### src/rtl/mem_dados_arbiter.sv
// Round-robin arbiter for the single-port data memory: port 0 = nRisc load/store, port 1 = loader/debug.
// Optional grant/conflict statistics counters are built when MEM_ARB_STATS_EN is defined.
module mem_dados_arbiter #(
  parameter int ADDR_W = 8,
  parameter int DATA_W = 8,
  parameter int RD_LAT = 1
) (
  input  logic              Clock,
  input  logic              Reset,
  input  logic              CpuReq,
  input  logic              CpuWe,
  input  logic [ADDR_W-1:0] CpuAddr,
  input  logic [DATA_W-1:0] CpuWData,
  output logic              CpuGnt,
  output logic              CpuRValid,
  output logic [DATA_W-1:0] CpuRData,
  input  logic              ExtReq,
  input  logic              ExtWe,
  input  logic [ADDR_W-1:0] ExtAddr,
  input  logic [DATA_W-1:0] ExtWData,
  output logic              ExtGnt,
  output logic              ExtRValid,
  output logic [DATA_W-1:0] ExtRData,
  output logic [ADDR_W-1:0] MemEndereco,
  output logic [DATA_W-1:0] MemDadoEscr,
  output logic              MemWrite,
  output logic              MemRead,
`ifdef MEM_ARB_STATS_EN
  output logic [15:0]       CpuGntCount,
  output logic [15:0]       ExtGntCount,
  output logic [15:0]       ConflictCount,
`endif
  input  logic [DATA_W-1:0] MemDadoLido
);

  typedef enum logic [1:0] {IDLE, ISSUE, RWAIT, RDONE} stateT;

  localparam logic [2:0] latInit = 3'(RD_LAT);

  stateT             state, nextState;
  logic              owner;    // port that owns the access in flight: 0 = Cpu, 1 = Ext
  logic              isWrite;
  logic              rrExt;    // round-robin pointer: 1 = Ext wins the next tie
  logic [2:0]        latCnt;
  logic              accept, winner, winWe;
  logic [ADDR_W-1:0] winAddr;
  logic [DATA_W-1:0] winWData;

  // RDONE arbitrates like IDLE so a waiting request issues with no idle gap.
  assign accept   = ((state == IDLE) || (state == RDONE)) && (CpuReq || ExtReq);
  assign winner   = (CpuReq && ExtReq) ? rrExt : ExtReq;
  assign winWe    = winner ? ExtWe    : CpuWe;
  assign winAddr  = winner ? ExtAddr  : CpuAddr;
  assign winWData = winner ? ExtWData : CpuWData;

  // NOTE: sequential state uses non-blocking assignments so every register samples pre-edge values.
  always_ff @(posedge Clock or negedge Reset) begin
    if (!Reset) state <= IDLE;
    else        state <= nextState;
  end

  always_comb begin
    // NOTE: default first so no path through the case leaves nextState unassigned (no latch).
    nextState = state;
    case (state)
      IDLE, RDONE: nextState = accept ? ISSUE : IDLE;
      ISSUE:       nextState = isWrite ? IDLE : RWAIT;
      RWAIT:       nextState = (latCnt == 3'd1) ? RDONE : RWAIT;
      default:     nextState = IDLE;
    endcase
  end

  always_comb begin
    CpuGnt    = (state == ISSUE) && !owner;
    ExtGnt    = (state == ISSUE) &&  owner;
    MemWrite  = (state == ISSUE) &&  isWrite;
    MemRead   = (state == ISSUE) && !isWrite;
    CpuRValid = (state == RDONE) && !owner;
    ExtRValid = (state == RDONE) &&  owner;
  end

  always_ff @(posedge Clock or negedge Reset) begin
    if (!Reset) begin
      owner       <= 1'b0;
      isWrite     <= 1'b0;
      rrExt       <= 1'b0;
      latCnt      <= '0;
      MemEndereco <= '0;
      MemDadoEscr <= '0;
      CpuRData    <= '0;
      ExtRData    <= '0;
    end else begin
      if (accept) begin
        owner       <= winner;
        isWrite     <= winWe;
        MemEndereco <= winAddr;
        MemDadoEscr <= winWData;
        rrExt       <= ~winner;
      end
      if (state == ISSUE && !isWrite) latCnt <= latInit;
      else if (state == RWAIT)        latCnt <= latCnt - 3'd1;
      if (state == RWAIT && latCnt == 3'd1) begin
        if (owner) ExtRData <= MemDadoLido;
        else       CpuRData <= MemDadoLido;
      end
    end
  end

`ifdef MEM_ARB_STATS_EN
  // Counters advance on the accept edge and stick at 0xFFFF.
  always_ff @(posedge Clock or negedge Reset) begin
    if (!Reset) begin
      CpuGntCount   <= '0;
      ExtGntCount   <= '0;
      ConflictCount <= '0;
    end else if (accept) begin
      if (!winner && CpuGntCount != 16'hFFFF) CpuGntCount <= CpuGntCount + 16'd1;
      if ( winner && ExtGntCount != 16'hFFFF) ExtGntCount <= ExtGntCount + 16'd1;
      if (CpuReq && ExtReq && ConflictCount != 16'hFFFF) ConflictCount <= ConflictCount + 16'd1;
    end
  end
`endif

endmodule

### config.mk
export PLATFORM = sky130hd
export DESIGN_NAME = mem_dados_arbiter
export DESIGN_NICKNAME = d
export VERILOG_FILES = /design/src/rtl/mem_dados_arbiter.sv
export SDC_FILE = /design/constraint.sdc
export NUM_CORES = 1
export LEC_CHECK = 0
export BUFFER_PORTS_ARGS = -buffer_cell sky130_fd_sc_hd__buf_2
export CORE_ASPECT_RATIO = 0.75
export CORE_MARGIN = 8
export CORE_UTILIZATION = 45
export DETAILED_ROUTE_END_ITERATION = 10
export PLACE_DENSITY = 0.82
export SLEW_MARGIN = 20
export SYNTH_ARGS = -nofsm -noshare
export SYNTH_HDL_FRONTEND = slang
export SYNTH_SLANG_ARGS = --single-unit
### constraint.sdc
create_clock -name Clock -period 3.4 [get_ports Clock]
set_input_delay 0.17 -clock Clock [delete_from_list [all_inputs] [get_ports Clock]]
set_output_delay 0.17 -clock Clock [all_outputs]
set_load 0.05 [all_outputs]
==> metrics.txt <==
outcome=finished, violations left; failing checks=hold timing; final hold vios=40; Vias/cell=4.82; Tot GR Track Use=14.0%; EDFF count, synth=0; Synth Area in Simple Gates=12.4%; GRT overflow=0; mux cell area share after synthesis=10.0%; fmax=560 MHz; flops & latches, synth=40; Worst-Margin Slew=0.847 ns; Synth Instances=131; Pwr Total=2.77 mW; share of cells above drive strength 1=51.4%; H-Tree Level Count=2; router iterations before antenna repair=4; placed cell areas=0.00222 sq mm; mapped cell area=0.00179 sq mm; Design Area, Final=0.00232 sq mm; via count=1306; crit path kind=register to primary output; Synth Flop Type=dfrtp_1; Mapped Avg Cell Area=13.7 sq um; cts bufs inserted=5; Post-Synth Adder-Cell Area=3.49%; most common cell in the netlist=dfrtp_1; Initial Utilization=45.6%; Power Density=1190 mW/mm^2; synth-to-layout area growth=29.4%; Hold Path Class=input pin to asynchronous set/reset pin; clock-pin slew on the worst setup and hold paths=0.07 ns; io pins=84; Seq pwr share=30.3%; Remaining DRCs=0; CP Data Required Time=3.23 ns; Synth area leaders=dfrtp_1, mux2_2, a221o_1; Synth top cells by count=dfrtp_1, a221o_1, and2_0, mux2_2; Die Span Y=70.7 um; area share of the largest cell type after synthesis=55.8%; Die X=88.9 um; NetSw=1.42 mW; internal power=1.35 mW; WL final=4.19 mm; Final min period=1.78 ns; Fin Setup TNS=0 ns; DPL Wire Length=3.24 mm; post_cts resized=0; Post-Synth XOR/XNOR Area=0.977%; die area=0.00628 sq mm; Mapped Nets=182; clk root buf=clkbuf_8; worst vdd ir=0.549 mV; Worst Skew=0.00320 ns; Clk pwr share=12.0%; final setup fails=0; worst relative slew slack=43.5%; Core Area=0.00393 sq mm; post-CTS setup buffer count=0; Worst Path Arrival=1.61 ns; unrepaired setup endpoints after global routing=false; CP Max Fanout=5; port buffer count=83; Max Slew Vio Count=0; switching share of power=51.4%; n_diodes=0; clock buffer depth=2; worst-skew pair later-pin latency=0.28 ns; crit start category=register; sequential share of the synthesized area=55.8%; first-pass GRT wire length=6.73 mm; P_leak=1.17 nW; largest net degree at the start of global routing=41; DR WL/cell=15.4 um; Synth Area in Compound Gates=13.3%; Detailed Route Iter0 Violations=70; nets@finish=267; vias in the first global route=1362; largest family of logic cells by synthesized area=compound AO/OA/AOI/OAI gates; CP endpoint kind=primary output; CTS sink cnt=40; Cell variety after synth=24; initial antenna violation count=0; warnings from Yosys=0; MaxCap Viol Count=0; Hold WS=-0.0128 ns; TritonCTS clock tree=built; Core Rows=20; Logic pwr share=57.7%; GP Congestion=0.726; # hold bufs at CTS=0; leading area contributor after synthesis=dfrtp_1; ratio of final minimum period to clock period=52.5%; Post-synth ARST share=100%; final antenna-violating net count=0
==> metrics by stage <==
stage          hold WS (ns)  utilization, %  cells  setup slack, ns
2_1_floorplan        -0.126               -    131             1.71
3_3_place_gp          0.336            56.6    264             1.75
3_5_place_dp          0.329            56.6    264             1.67
4_1_cts              0.0245            59.1    271             1.60
5_1_grt              0.0707            59.1    271             1.53
6_report            -0.0128            59.1    271             1.62
==> worst paths after layout <==
check / from / endpoint / slack (ns) / cells past startpoint
worst min-delay path: Reset / MemDadoEscr[0] / -0.01 / 1
max in group asynchronous: Reset / MemEndereco[4] / 2.88 / 1
worst max register to register: state[0] / CpuRData[0] / 1.67 / 5
worst max-delay path: state[1] / MemRead / 1.62 / 4
min in group Clock: ExtWData[4] / MemDadoEscr[4] / 0.11 / 2
worst min register to register: ExtRData[6] / ExtRData[6] / 0.50 / 1
==> logic make-up (layout without fill, tap and decap cells) <==
group,count (synthesis),count (layout)
DFF,40,40
buffers and inverters,10,95
and+or+nand+nor,34,34
xor gates and xnor gates,2,2
muxes,16,16
adders and majority gates,5,5
AOI/OAI and AO/OA,24,24
==> sequential cells by signal, summed over array words and instances, names as in the netlist <==
name	cells
MemEndereco	8
ExtRData	8
state	2
owner	1
rrExt	1
MemDadoEscr	8
CpuRData	8
isWrite	1
latCnt	3
==> power groups by stage <==
stage               sequential (mW)  clock [mW]  combinational [mW]
floorplan                      1.50           0               0.608
global placement              0.838           0                1.59
detailed placement            0.847           0                1.61
CTS                           0.841       0.338                1.61
global route                  0.866       0.362                1.68
finish                        0.838       0.333                1.60
==> worst max-delay path, cell delays in order (launching register included) <==
cell,delay (ns)
dfrtp_1,0.40
inv_1,0.06
ha_1,0.17
nor2b_1,0.35
buf_2,0.34
==> routing by layer <==
layer,GRT usage (%),vias up,wire length [um]
met5,0,-,0
met4,4.49,0,51
met3,3.47,4,142
met2,23.3,27,2220
met1,17.0,640,1780
li1,-,635,-
==> placed cells by master (no fill, tap or decap) <==
master,netlist,layout
inv_1,5,5
nand3b_1,1,1
buf_2,0,83
a221o_1,17,17
clkbuf_8,0,7
and2b_1,2,2
nor2_4,1,1
a21o_1,2,2
nand2b_1,1,1
nor2_1,4,4
dfrtp_1,40,40
and2_1,3,3
nand4b_4,1,1
ha_1,5,5
a211oi_1,1,1
xnor2_1,1,1
nor2b_1,1,1
mux2_2,16,16
o21ai_0,1,1
xor2_1,1,1
o21ai_2,1,1
and2_0,17,17
nand2_1,3,3
a21oi_4,2,2
==> final cells by class <==
type / count / area, sq um
clock buffers: 7 / 96.3
inverters: 5 / 18.8
well taps: 55 / 68.8
flip-flops and latches: 40 / 1000
repair buffers: 83 / 415
multi-input cells: 81 / 721
fillers: 322 / 1610
(Power assumes the default switching activity.)
